==> src/rtl/image_tx_pkg.sv <==
// Shared constants and FSM encodings for the 128-bit FIFO to RIFFA TX frame path.
package image_tx_pkg;

    localparam int DW_PER_WORD    = 4;
    localparam int BEATS_PER_WORD = 2;
    localparam int LEN_W          = 32;
    localparam int DIM_W          = 18;
    localparam int WORD_W         = 128;
    localparam int BEAT_W         = 64;

    typedef logic [2:0] state_t;

    localparam state_t ST_IDLE = 3'd0;
    localparam state_t ST_CALC = 3'd1;
    localparam state_t ST_REQ  = 3'd2;
    localparam state_t ST_DATA = 3'd3;
    localparam state_t ST_DONE = 3'd4;

endpackage

==> src/rtl/tx_unpack_128to64.sv <==
// Splits each FWFT FIFO word into two 64-bit beats, low half first, refilling
// from the FIFO in the same cycle the held word is consumed so there is no bubble.
module tx_unpack_128to64
    import image_tx_pkg::*;
(
    input  logic              clk,
    input  logic              rst,
    input  logic              en,
    input  logic              words_avail,
    input  logic              rd_empty,
    input  logic [WORD_W-1:0] rd_data,
    input  logic              ren,
    output logic              rd_en,
    output logic [BEAT_W-1:0] data,
    output logic              valid,
    output logic              accept
);

    logic [WORD_W-1:0] hold_q, hold_d;
    logic              hv_q, hv_d;
    logic              hs_q, hs_d;
    logic              consume;

    assign valid   = hv_q;
    assign data    = hs_q ? hold_q[WORD_W-1:BEAT_W] : hold_q[BEAT_W-1:0];
    assign accept  = hv_q & ren;
    assign consume = accept & hs_q;
    assign rd_en   = en & (~hv_q | consume) & ~rd_empty & words_avail;

    always_comb begin
        hold_d = hold_q;
        hv_d   = hv_q;
        hs_d   = hs_q;
        if (accept) begin
            hs_d = ~hs_q;
        end
        if (rd_en) begin
            hold_d = rd_data;
            hv_d   = 1'b1;
        end else if (consume) begin
            hv_d = 1'b0;
        end
    end

    always_ff @(posedge clk or posedge rst) begin
        if (rst) begin
            hold_q <= '0;
            hv_q   <= 1'b0;
            hs_q   <= 1'b0;
        end else begin
            hold_q <= hold_d;
            hv_q   <= hv_d;
            hs_q   <= hs_d;
        end
    end

endmodule

==> src/rtl/image_tx_ctrl.sv <==
// Sizes one frame from WIDTH x HEIGHT, runs the RIFFA CHNL_TX request/ACK
// handshake and streams the frame from the FWFT FIFO as 64-bit beats.
module image_tx_ctrl
    import image_tx_pkg::*;
#(
    parameter int unsigned BUSY_TIMEOUT = 0
) (
    input  logic              CLK,
    input  logic              RST,
    input  logic              FRAME_START,
    input  logic [31:0]       WIDTH,
    input  logic [31:0]       HEIGHT,
    input  logic              RD_EMPTY,
    input  logic [WORD_W-1:0] RD_DATA,
    output logic              RD_EN,
    output logic              CHNL_TX_CLK,
    output logic              CHNL_TX,
    input  logic              CHNL_TX_ACK,
    output logic              CHNL_TX_LAST,
    output logic [31:0]       CHNL_TX_LEN,
    output logic [30:0]       CHNL_TX_OFF,
    output logic [BEAT_W-1:0] CHNL_TX_DATA,
    output logic              CHNL_TX_DATA_VALID,
    input  logic              CHNL_TX_DATA_REN,
    output logic              BUSY,
    output logic              FRAME_DONE,
    output logic              ERR
);

    localparam logic [LEN_W-1:0] TMO = LEN_W'(BUSY_TIMEOUT);

    state_t             state_q, state_d;
    logic [DIM_W-1:0]   w_q, w_d, h_q, h_d;
    logic [LEN_W-1:0]   len_q, len_d;
    logic [LEN_W-2:0]   beats_left_q, beats_left_d;
    logic [LEN_W-3:0]   words_left_q, words_left_d;
    logic [LEN_W-1:0]   wait_cnt_q, wait_cnt_d;
    logic               err_q, err_d;
    logic [2*DIM_W-1:0] product;
    logic [LEN_W-1:0]   len_trunc;
    logic               calc_bad;
    logic               in_tx, accept, rd_en_int;
    logic               unused_dims;

    assign unused_dims = ^{WIDTH[31:DIM_W], HEIGHT[31:DIM_W]};

    assign product   = (2*DIM_W)'(w_q) * (2*DIM_W)'(h_q);
    assign len_trunc = product[LEN_W-1:0];
    // Length must be whole 128-bit words and must fit the 32-bit LEN field.
    assign calc_bad  = (len_trunc == '0) || (len_trunc[1:0] != 2'b00) ||
                       (product[2*DIM_W-1:LEN_W] != '0);

    always_comb begin
        state_d      = state_q;
        w_d          = w_q;
        h_d          = h_q;
        len_d        = len_q;
        beats_left_d = beats_left_q;
        words_left_d = words_left_q;
        wait_cnt_d   = wait_cnt_q;
        err_d        = 1'b0;
        case (state_q)
            ST_IDLE: begin
                if (FRAME_START) begin
                    w_d     = WIDTH[DIM_W-1:0];
                    h_d     = HEIGHT[DIM_W-1:0];
                    state_d = ST_CALC;
                end
            end
            ST_CALC: begin
                len_d = len_trunc;
                if (calc_bad) begin
                    err_d   = 1'b1;
                    state_d = ST_IDLE;
                end else begin
                    beats_left_d = len_trunc[LEN_W-1:1];
                    words_left_d = len_trunc[LEN_W-1:2];
                    wait_cnt_d   = '0;
                    state_d      = ST_REQ;
                end
            end
            ST_REQ: begin
                if (CHNL_TX_ACK) begin
                    state_d = ST_DATA;
                end else if (TMO != '0) begin
                    wait_cnt_d = wait_cnt_q + 1'b1;
                    if (wait_cnt_d == TMO) begin
                        err_d   = 1'b1;
                        state_d = ST_IDLE;
                    end
                end
            end
            ST_DATA: begin
                if (rd_en_int) begin
                    words_left_d = words_left_q - 1'b1;
                end
                if (accept) begin
                    beats_left_d = beats_left_q - 1'b1;
                    if (beats_left_q == (LEN_W-1)'(1)) begin
                        state_d = ST_DONE;
                    end
                end
            end
            ST_DONE: begin
                state_d = ST_IDLE;
            end
            default: begin
                state_d = ST_IDLE;
            end
        endcase
    end

    always_ff @(posedge CLK or posedge RST) begin
        if (RST) begin
            state_q      <= ST_IDLE;
            w_q          <= '0;
            h_q          <= '0;
            len_q        <= '0;
            beats_left_q <= '0;
            words_left_q <= '0;
            wait_cnt_q   <= '0;
            err_q        <= 1'b0;
        end else begin
            state_q      <= state_d;
            w_q          <= w_d;
            h_q          <= h_d;
            len_q        <= len_d;
            beats_left_q <= beats_left_d;
            words_left_q <= words_left_d;
            wait_cnt_q   <= wait_cnt_d;
            err_q        <= err_d;
        end
    end

    tx_unpack_128to64 u_unpack (
        .clk         (CLK),
        .rst         (RST),
        .en          (state_q == ST_DATA),
        .words_avail (words_left_q != '0),
        .rd_empty    (RD_EMPTY),
        .rd_data     (RD_DATA),
        .ren         (CHNL_TX_DATA_REN),
        .rd_en       (rd_en_int),
        .data        (CHNL_TX_DATA),
        .valid       (CHNL_TX_DATA_VALID),
        .accept      (accept)
    );

    assign in_tx        = (state_q == ST_REQ) || (state_q == ST_DATA);
    assign RD_EN        = rd_en_int;
    assign CHNL_TX_CLK  = CLK;
    assign CHNL_TX      = in_tx;
    assign CHNL_TX_LAST = in_tx;
    assign CHNL_TX_LEN  = in_tx ? len_q : '0;
    assign CHNL_TX_OFF  = '0;
    assign BUSY         = (state_q != ST_IDLE);
    assign FRAME_DONE   = (state_q == ST_DONE);
    assign ERR          = err_q;

endmodule

==> config.mk <==
export PLATFORM = sky130hd
export DESIGN_NAME = image_tx_ctrl
export DESIGN_NICKNAME = d
export VERILOG_FILES = /design/src/rtl/image_tx_pkg.sv /design/src/rtl/tx_unpack_128to64.sv /design/src/rtl/image_tx_ctrl.sv
export SDC_FILE = /design/constraint.sdc
export NUM_CORES = 1
export LEC_CHECK = 0
export BUFFER_PORTS_ARGS = -buffer_cell sky130_fd_sc_hd__buf_2
export CAP_MARGIN = 20
export CORE_MARGIN = 3
export CORE_UTILIZATION = 54
export CTS_CLUSTER_SIZE = 40
export DETAILED_ROUTE_END_ITERATION = 12
export PLACE_DENSITY_LB_ADDON = 0.25
export SYNTH_ARGS = -nofsm -noshare
export SYNTH_HDL_FRONTEND = slang
export SYNTH_SLANG_ARGS = --single-unit
==> constraint.sdc <==
create_clock -name CLK -period 7.3 [get_ports CLK]
set_input_delay 0.365 -clock CLK [delete_from_list [all_inputs] [get_ports CLK]]
set_output_delay 0.365 -clock CLK [all_outputs]
set_load 0.02 [all_outputs]
==> flow_metrics.env, run 1 <==
export IMPL_clk_latency_ns=0.69
export IMPL_critPathTopFamily="adder cells"
export IMPL_synth_area_top_cells="dfrtp_1, fa_1, nand2_1, ha_1, inv_1"
export IMPL_max_freq_mhz=142
export IMPL_wirelength_microns=67800
export IMPL_die_y_microns=216
export IMPL_peakVddDrop_mv=0.256
export IMPL_tns_ns=0
export IMPL_grt_max_degree=171
export IMPL_timing_final_crit_share_pct=96.7
export IMPL_post_place_ws_ns=0.0600
export IMPL_setup_violations=0
export IMPL_min_path_type="in2reg"
export IMPL_top_usage_layer="met2"
export IMPL_ioPinCount=333
export IMPL_period_needed_ns=7.06
export IMPL_worst_r2r_setup_slack_ns=0.24
export IMPL_core_region_area_sq_um=43400
export IMPL_register_area_sq_um=6590
export IMPL_p_per_area_nw_per_um2=262
export IMPL_drcViolationCount=0
export IMPL_max_cap_viol_count=0
export IMPL_ys_ff_latch=263
export IMPL_cts_tree="done"
export IMPL_fin_util_pct=67.0
export IMPL_ys_warn_count=0
export IMPL_critPathSlowestCell="fa_1"
export IMPL_worstMarginPinSlew_ns=1.10
export IMPL_area_delta_synth_final_pct=22.0
export IMPL_yosys_area_top_type="dfrtp_1"
export IMPL_cpPeakStageDelay_ns=0.59
export IMPL_ys_types=73
export IMPL_layout_drive_gt1_share_pct=18.7
export IMPL_yosys_cell_count_top_type="nand2_1"
export IMPL_yosys_area_top_type_share_pct=27.6
export IMPL_crit_buf_inv=9
export IMPL_max_slew_margin_pct=27.0
export IMPL_critical_path_class="reg2reg"
export IMPL_vias_per_cell=5.50
export IMPL_globalplace_congestion=0.893
export IMPL_p_leak_nw=14.7
export IMPL_crit_path_frequent_cell="fa_1"
export IMPL_hold_viol_final=0
export IMPL_wl_per_cell_microns=18.0
export IMPL_cp_required_ns=7.91
export IMPL_worstHoldStart="FRAME_START"
export IMPL_setup_ws_ns=0.242
export IMPL_overflow=0
export IMPL_fp_dieW_microns=216
export IMPL_fin_worst_skew_ns=0.0105
export IMPL_start_util_pct=54.9
export IMPL_worst_hold_slack_ns=0.0533
export IMPL_endpoint_kind="flop"
export IMPL_yosysSeqAreaShare_pct=27.6
export IMPL_startpoint="w_q[10]$_DFFE_PP0P_"
export IMPL_drtIter0Drc=1889
export IMPL_path_clk_slew_ns=0.06
export IMPL_reg2reg_depth=27
export IMPL_dp_hpwl_microns=48000
export IMPL_outcome="completed"
export IMPL_synth_edf_count=0
export IMPL_final_nets=3719
export IMPL_hold_end="state_q[2]$_DFFE_PP0P_"
export IMPL_die_area_sq_um=46700
export IMPL_grtUsageTotal_pct=29.2
export IMPL_grt_pass1_vias=21800
export IMPL_synth_common_cells="nand2_1, inv_1, dfrtp_1"
export IMPL_grt_use_met3_pct=5.34
export IMPL_synth_avg_cell_area_sq_um=8.73
export IMPL_synthesis_area_sq_um=23800
export IMPL_drtAntennaViolNets=0
export IMPL_worst_setup_path_start_kind="flop"
export IMPL_drv_slew=0
export IMPL_gr_usage_met2_pct=49.7
export IMPL_rows=76
export IMPL_antenna_found_initial=6
export IMPL_critPathMaxFanout=13
export IMPL_postSynthCellCount=2729
export IMPL_holdPathStages=4
export IMPL_reg2reg_from="w_q[10]$_DFFE_PP0P_"
export IMPL_synth_flop_cell="dfrtp_1"
export IMPL_grt_pass1_wl_microns=111000
export IMPL_dr_total_vias=20700
export IMPL_met1_usage_pct=36.6
export IMPL_drtPass1Iterations=6
export IMPL_multi_input_area_sq_um=15300
export IMPL_async_flop_share_pct=100
export IMPL_arrival_ns=7.66
export IMPL_regToRegEndpoint="words_left_q[5]$_DFFE_PP0P_"
export IMPL_fillers=3340
export IMPL_port_buffers=273
[metrics by stage]
step	cell area [sq um]	cells	total power, mW
6_report	29100	3766	7.62
3_5_place_dp	26100	3531	5.65
2_1_floorplan	23900	2759	4.43
3_3_place_gp	26100	3531	5.56
4_1_cts	28900	3754	7.47
5_1_grt	29100	3765	8.10
[layout make-up]
type | count | share of cell area (%)
clock inverter | 12 | 0.702
multi-input combinational | 1966 | 52.7
sequential | 263 | 22.7
clock buffer | 46 | 3.22
tap | 585 | 2.52
antenna | 6 | 0.0517
timing repair buffer | 555 | 13.8
inverter | 333 | 4.32
[cells in the final DEF (no fill, tap or decap), types with 95 or more instances in the layout]
master         instances
buf_4                107
dlygate4sd3_1        166
dfrtp_1              254
mux2_2               103
inv_1                331
and2_1               184
nand2_1              678
a21oi_1               95
buf_2                273
ha_1                 111
fa_1                 256
[worst min-delay path, cell delays in order]
cell     delay, ns
buf_2         0.11
nor3_1        0.05
a21oi_1       0.12
nor3_1        0.06
[flip-flops by register name, summed over array words and instances, names as in the netlist]
| signal | flops |
|---|---|
| ERR | 1 |
| beats_left_q | 31 |
| h_q | 18 |
| len_q | 32 |
| state_q | 3 |
| u_unpack.hold_q | 128 |
| u_unpack.hs_q | 1 |
| u_unpack.valid | 1 |
| w_q | 18 |
| words_left_q | 30 |
[worst max-delay path by stage]
stage / to / slack [ns] / cells after the start
global placement: words_left_q[2]$_DFFE_PP0P_ / 0.23 / 24
floorplan: words_left_q[5]$_DFFE_PP0P_ / 0.41 / 27
global route: words_left_q[2]$_DFFE_PP0P_ / -0.06 / 26
detailed placement: words_left_q[2]$_DFFE_PP0P_ / 0.06 / 23
finish: words_left_q[5]$_DFFE_PP0P_ / 0.24 / 27
CTS: words_left_q[2]$_DFFE_PP0P_ / 0.06 / 23
[power by group]
group / switching [mW] / internal [mW] / leakage [nW]
clock: 0.660 / 1.06 / 0.566
combinational: 2.28 / 1.47 / 10.9
sequential: 0.291 / 1.86 / 3.23
[kinds of logic after synthesis]
| group | share of synthesized area (%) |
|---|---|
| compound gates | 8.51 |
| xor+xnor | 1.18 |
| fa+ha+maj | 27.5 |
| buf+inv | 9.21 |
| flops | 27.6 |
| mux | 5.13 |
| other cells | 0.0157 |
| simple gates | 20.9 |
[what timing repair did]
item | in CTS | in global routing
setup endpoints to repair | 0 | 61
endpoints found under the hold margin | 191 | 0
hold buffers | 166 | 0
buffers inserted | 0 | 5
gates resized for setup | 0 | 32
[layer usage]
metal | wire length [microns] | vias up | part of all wire (%)
met5 | 0 | - | 0
met4 | 3060 | 0 | 4.5
met3 | 4250 | 237 | 6.3
met2 | 33600 | 800 | 50
met1 | 26900 | 10200 | 40
li1 | - | 9457 | -
(Power assumes the default switching activity.)
==> inputs of run 2 (changes only) <==
==> constraint.sdc (replaced) <==
create_clock -name CLK -period 7.3 [get_ports CLK]
set_input_delay 1.46 -clock CLK [delete_from_list [all_inputs] [get_ports CLK]]
set_output_delay 1.46 -clock CLK [all_outputs]
set_load 0.02 [all_outputs]
==> run 2 against run 1 <==
Cell count decreased by 3.6%. First-iteration DRC count decreased by 15%. Power decreased by 1.9%. Routed wire length decreased by 8.6%. Worst hold slack improved by 0.41 ns. Sequential power about the same. Critical path depth unchanged. Via count decreased by 5.0%. Non-clock buffer count decreased by 139. Global-route usage decreased by 2.5 points. Utilization decreased by 3.2 points. Final area decreased by 4.8%.
==> flow_metrics.env, run 2 (synthesis gave the netlist of run 1 again) <==
export IMPL_largest_reg_flops=128
export IMPL_timing_final_crit_share_pct=96.6
export IMPL_regToRegEndpoint="words_left_q[5]$_DFFE_PP0P_"
export IMPL_drtIter0Drc=1604
export IMPL_peakVddDrop_mv=0.224
export IMPL_holdPathStages=2
export IMPL_biggestRegsByFlops="u_unpack.hold_q: 128 flops, len_q: 32 flops, beats_left_q: 31 flops"
export IMPL_max_slew_margin_pct=34.5
export IMPL_start_util_pct=54.9
export IMPL_p_leak_nw=14.1
export IMPL_max_freq_mhz=142
export IMPL_reg2reg_from="w_q[7]$_DFFE_PP0P_"
export IMPL_drv_slew=0
export IMPL_vias_per_cell=5.42
export IMPL_port_buffers=273
export IMPL_fin_worst_skew_ns=0.0346
export IMPL_worstMarginPinSlew_ns=0.982
export IMPL_worstHoldStart="len_q[20]$_DFFE_PP0N_"
export IMPL_grt_pass1_wl_microns=102000
export IMPL_period_needed_ns=7.05
export IMPL_endpoint_kind="flop"
export IMPL_dr_total_vias=19700
export IMPL_most_common_layout_cells="nand2_1, inv_1, buf_2"
export IMPL_power_mw=7.48
export IMPL_wl_per_cell_microns=17.1
export IMPL_arrival_ns=7.65
export IMPL_reg2reg_depth=27
export IMPL_max_cap_viol_count=0
export IMPL_rows=76
export IMPL_overflow=0
export IMPL_crit_path_frequent_cell="fa_1"
export IMPL_core_region_area_sq_um=43400
export IMPL_layout_commonest_cell="nand2_1"
export IMPL_grt_pass1_vias=20100
export IMPL_critPathMaxFanout=11
export IMPL_fillers=3649
export IMPL_setup_violations=0
export IMPL_p_per_area_nw_per_um2=270
export IMPL_hold_end="len_q[20]$_DFFE_PP0N_"
export IMPL_fp_dieW_microns=216
export IMPL_grt_max_degree=144
export IMPL_drtPass1Iterations=5
export IMPL_dp_hpwl_microns=48300
export IMPL_switchingPower_mw=3.15
export IMPL_combPwrFrac_pct=49.7
export IMPL_crit_buf_inv=9
export IMPL_tns_ns=0
export IMPL_final_nets=3581
export IMPL_clk_latency_ns=0.71
export IMPL_grtUsageTotal_pct=26.7
export IMPL_regMostFlops="u_unpack.hold_q"
export IMPL_ioPinCount=333
export IMPL_critPathSlowestCell="fa_1"
export IMPL_area_delta_synth_final_pct=16.1
export IMPL_power_frac_seq_pct=28.4
export IMPL_worst_r2r_setup_slack_ns=0.25
export IMPL_wirelength_microns=62000
export IMPL_layout_drive_gt1_share_pct=20.7
export IMPL_hold_viol_final=0
export IMPL_cp_required_ns=7.90
export IMPL_register_area_sq_um=6600
export IMPL_critical_path_class="reg2reg"
export IMPL_die_area_sq_um=46700
export IMPL_worst_setup_path_start_kind="flop"
export IMPL_p_sw_share_pct=42.1
export IMPL_path_clk_slew_ns=0.06
export IMPL_drtAntennaViolNets=0
export IMPL_outcome="completed"
export IMPL_cts_tree="done"
export IMPL_globalplace_congestion=0.908
export IMPL_die_y_microns=216
export IMPL_clkPwrFrac_pct=21.9
export IMPL_min_path_type="reg2reg"
export IMPL_antenna_found_initial=7
export IMPL_critPathTopFamily="adder cells"
export IMPL_cpPeakStageDelay_ns=0.51
export IMPL_drcViolationCount=0
export IMPL_multi_input_area_sq_um=15300
export IMPL_cellInternalPower_mw=4.33
## run 2: changes by cell type in the layout (fill, tap and decap cells not counted), moves of 3 or more
cell / before / now
buf_12: 8 / 11
buf_4: 107 / 131
bufinv_16: 5 / 2
clkbuf_1: 5 / 8
dfrtp_1: 254 / 246
dfrtp_2: 9 / 17
dlygate4sd3_1: 166 / 0
ha_1: 111 / 108
ha_4: 0 / 4
## run 2: layer usage
metal | part of all wire (%) | wire length (microns) | GRT usage (%) | vias to the layer above
li1 | - | - | - | 9193
met1 | 42 | 25800 | 35.5 | 9721
met2 | 49 | 30700 | 45.2 | 619
met3 | 5.8 | 3620 | 4.18 | 128
met4 | 3.1 | 1910 | 8.43 | 0
met5 | 0 | 0 | 0 | -
## run 2: power groups by stage
stage                     Clock (mW)  Sequential (mW)  Combinational, mW
after global routing            1.74             2.17               4.10
after floorplan               0.0160             2.05               2.37
after CTS                       1.67             2.11               3.60
after detailed placement      0.0128             2.13               3.58
after global placement        0.0128             2.10               3.52
final                           1.64             2.12               3.72
## run 2: what timing repair did
item	4_1_cts	5_1_grt
endpoints found under the hold margin	0	0
gates cloned	0	1
gates resized for setup	1	43
setup buffers	0	5
setup endpoints to repair	2	60
hold buffers	0	0
pin swaps	0	12
## run 2: worst min-delay path: stages (launching register included)
cell	delay, ns
dfrtp_1	0.33
nand2_1	0.04
o21ai_0	0.06
## run 2: layout make-up
class	count	share of cell area, %
multi-input cells	1966	55.4
flip-flops and latches	263	23.9
repair buffers	416	9.46
inverters	333	4.54
clock buffers	49	3.46
well taps	585	2.65
clock inverters	11	0.516
diodes	7	0.0633
## run 2: worst max path at each step
stage                                        to                 from  cells after the start  slack (ns)
floorplan           words_left_q[5]$_DFFE_PP0P_  w_q[10]$_DFFE_PP0P_                     27        0.41
global placement    words_left_q[2]$_DFFE_PP0P_  w_q[11]$_DFFE_PP0P_                     25        0.12
detailed placement  words_left_q[2]$_DFFE_PP0P_  w_q[11]$_DFFE_PP0P_                     25        0.03
CTS                 words_left_q[5]$_DFFE_PP0P_  w_q[11]$_DFFE_PP0P_                     25        0.03
global route        words_left_q[5]$_DFFE_PP0P_   w_q[7]$_DFFE_PP0P_                     27       -0.04
finish              words_left_q[5]$_DFFE_PP0P_   w_q[7]$_DFFE_PP0P_                     27        0.25
## run 2: stage by stage
| step | cell area, sq um | instances | hold slack [ns] | utilization (%) | worst slack, ns |
|---|---|---|---|---|---|
| 2_1_floorplan | 23900 | 2759 | 0.437 | - | 0.410 |
| 3_3_place_gp | 26300 | 3557 | 0.449 | 60.6 | 0.122 |
| 3_5_place_dp | 26300 | 3557 | 0.457 | 60.6 | 0.0317 |
| 4_1_cts | 27400 | 3616 | 0.472 | 63.2 | 0.0300 |
| 5_1_grt | 27700 | 3630 | 0.489 | 63.8 | -0.0409 |
| 6_report | 27700 | 3630 | 0.467 | 63.8 | 0.250 |
==> inputs of run 3 (changes only) <==
- clock period: 7.3 -> 6.1 ns (I/O delays scaled with it)
==> run 3 against run 2 <==
The flow now finishes with violations (setup timing). Critical endpoint is now words_left_q[29]$_DFFE_PP0P_. Routed wire length is 5.9% higher. Critical path type unchanged. Clock power is 24% higher. Worst setup slack got worse by 1.1 ns. Sequential share of layout area fell by 1.6 points. Sequential power up 20%. Maximum frequency grew 1.3%. Global-route usage up 1.2 points. Largest cell class unchanged. Sequential cell count unchanged. Highest routed layer unchanged.
==> flow_metrics.env, run 3 (synthesis gave the netlist of run 1 again) <==
export IMPL_globalplace_congestion=0.916
export IMPL_path_clk_slew_ns=0.06
export IMPL_power_mw=9.64
export IMPL_layout_commonest_cell="nand2_1"
export IMPL_layout_drive_gt1_share_pct=28.2
export IMPL_worst_setup_path_start_kind="flop"
export IMPL_overflow=0
export IMPL_fin_util_pct=68.5
export IMPL_biggestRegsByFlops="u_unpack.hold_q: 128 flops, len_q: 32 flops, beats_left_q: 31 flops"
export IMPL_hold_end="len_q[2]$_DFFE_PP0N_"
export IMPL_fp_dieW_microns=216
export IMPL_setup_ws_ns=-0.860
export IMPL_max_freq_mhz=144
export IMPL_gr_usage_met2_pct=48.6
export IMPL_peakVddDrop_mv=0.235
export IMPL_violations="setup timing"
export IMPL_p_leak_nw=15.2
export IMPL_clkPwrFrac_pct=21.0
export IMPL_drtPass1Iterations=6
export IMPL_fin_worst_skew_ns=0.0113
export IMPL_grtUsageTotal_pct=27.9
export IMPL_drtAntennaViolNets=0
export IMPL_vias_per_cell=5.44
export IMPL_worstHoldStart="len_q[2]$_DFFE_PP0N_"
export IMPL_p_per_area_nw_per_um2=325
export IMPL_max_slew_margin_pct=36.0
export IMPL_outcome="finished with violations"
export IMPL_reg2reg_from="h_q[6]$_DFFE_PP0P_"
export IMPL_grt_max_degree=164
export IMPL_critPathMaxFanout=7
export IMPL_combPwrFrac_pct=52.6
export IMPL_holdPathStages=2
export IMPL_met1_usage_pct=36.1
export IMPL_core_region_area_sq_um=43400
export IMPL_top_usage_layer="met2"
export IMPL_max_cap_viol_count=0
export IMPL_switchingPower_mw=3.99
export IMPL_ioPinCount=333
export IMPL_endpoint_kind="flop"
export IMPL_area_delta_synth_final_pct=24.7
export IMPL_cts_hold_buf=0
export IMPL_min_path_type="reg2reg"
export IMPL_wirelength_microns=65700
export IMPL_drv_slew=0
export IMPL_start_util_pct=54.9
export IMPL_clk_latency_ns=0.70
export IMPL_reg2reg_depth=25
export IMPL_most_common_layout_cells="nand2_1, inv_1, buf_2, buf_4, fa_1"
export IMPL_arrival_ns=7.53
export IMPL_cp_required_ns=6.67
export IMPL_cts_tree="done"
export IMPL_cellInternalPower_mw=5.65
export IMPL_setup_violations=63
export IMPL_period_needed_ns=6.96
export IMPL_largest_reg_flops=128
export IMPL_critical_path_class="reg2reg"
export IMPL_final_nets=3748
export IMPL_regToRegEndpoint="words_left_q[29]$_DFFE_PP0P_"
export IMPL_wl_per_cell_microns=17.3
export IMPL_grt_pass1_wl_microns=107000
export IMPL_die_area_sq_um=46700
export IMPL_grt_use_met3_pct=3.77
export IMPL_rsz0062_at_grt="yes"
export IMPL_dp_hpwl_microns=48700
export IMPL_post_place_ws_ns=-1.10
export IMPL_worstMarginPinSlew_ns=0.960
export IMPL_fillers=3374
export IMPL_grt_pass1_vias=21400
export IMPL_rows=76
export IMPL_worst_r2r_setup_slack_ns=-0.86
export IMPL_drcViolationCount=0
export IMPL_port_buffers=273
export IMPL_power_frac_seq_pct=26.4
export IMPL_hold_viol_final=0
export IMPL_p_sw_share_pct=41.4
export IMPL_regMostFlops="u_unpack.hold_q"
export IMPL_antenna_found_initial=1
export IMPL_dr_total_vias=20600
export IMPL_drtIter0Drc=1612
export IMPL_timing_final_crit_share_pct=114
export IMPL_die_y_microns=216
-- run 3: cell types whose count changed in the layout (fill, tap and decap cells not counted), moves of 8 or more --
| cell | change |
|---|---|
| a21oi_1 | -31 |
| a21oi_2 | +27 |
| buf_4 | +142 |
| buf_6 | +15 |
| ha_1 | -8 |
| ha_4 | +8 |
| o21ai_0 | -10 |
| o21ai_2 | +10 |
| o22ai_1 | -8 |
-- run 3: worst max-delay path by stage --
stage,startpoint,to,slack (ns),depth (start not counted)
after CTS,w_q[7]$_DFFE_PP0P_,beats_left_q[20]$_DFFE_PP0P_,-0.74,28
after global routing,w_q[7]$_DFFE_PP0P_,words_left_q[14]$_DFFE_PP0P_,-1.14,28
after detailed placement,h_q[6]$_DFFE_PP0P_,beats_left_q[5]$_DFFE_PP0P_,-1.10,28
after floorplan,h_q[6]$_DFFE_PP0P_,words_left_q[5]$_DFFE_PP0P_,-0.34,27
final,h_q[6]$_DFFE_PP0P_,words_left_q[29]$_DFFE_PP0P_,-0.86,25
after global placement,h_q[6]$_DFFE_PP0P_,words_left_q[24]$_DFFE_PP0P_,-1.01,27
-- run 3: stage by stage --
step,TNS (ns),area (sq um),instances,hold WS [ns]
detailed placement,-64.49,27300,3675,0.455
finish,-49.28,29700,3788,0.464
global placement,-58.83,27300,3675,0.451
CTS,-43.96,29400,3780,0.470
floorplan,-17.60,24200,2759,0.437
global route,-68.15,29700,3788,0.491
-- run 3: cell type report --
cell class                      instances  area (sq um)  area share [%]
Timing Repair Buffer                  583          4070            13.7
Sequential cell                       263          6610            22.2
Clock buffer                           46           946            3.18
Tap cell                              585           732            2.46
Antenna cell                            1          2.50         0.00843
Inverter                              333          1260            4.23
Clock inverter                         11           190           0.640
Multi-Input combinational cell       1966         15900            53.5
-- run 3: repair_timing --
| item | in CTS | in global routing |
|---|---|---|
| resized for setup | 128 | 56 |
| pin swaps | 67 | 45 |
| setup endpoints to repair | 66 | 69 |
| gates cloned | 8 | 1 |
| buffers inserted | 41 | 10 |
-- run 3: power by group through the flow --
| stage | Combinational, mW | Sequential, mW | Clock [mW] |
|---|---|---|---|
| after floorplan | 2.92 | 2.45 | 0.0192 |
| after global placement | 4.46 | 2.51 | 0.0153 |
| after detailed placement | 4.56 | 2.56 | 0.0153 |
| after CTS | 4.96 | 2.53 | 2.07 |
| after global routing | 5.52 | 2.60 | 2.15 |
| final | 5.07 | 2.54 | 2.03 |
-- run 3: worst max-delay path: stages (launching register included) --
cell and delay, ns:
dfrtp_2 0.46, buf_6 0.16, and2_1 0.16, fa_1 0.53
inv_1 0.06, fa_2 0.56, fa_1 0.42, inv_1 0.10
fa_1 0.44, fa_1 0.49, fa_1 0.52, ha_4 0.34
nand2_4 0.07, a2111oi_4 0.33, a221oi_2 0.13, buf_4 0.18
o211ai_1 0.18, o221ai_1 0.16, xor2_1 0.28, nand4_1 0.22
o311ai_4 0.31, buf_12 0.18, buf_12 0.14, and2_4 0.20
buf_6 0.14, o211ai_1 0.09
-- run 3: metal layers --
metal  routed length, microns  vias to the layer above
met5                        0                        -
met4                     2300                        0
met3                     4110                      164
met2                    32900                      773
met1                    26300                    10100
li1                         -                     9522
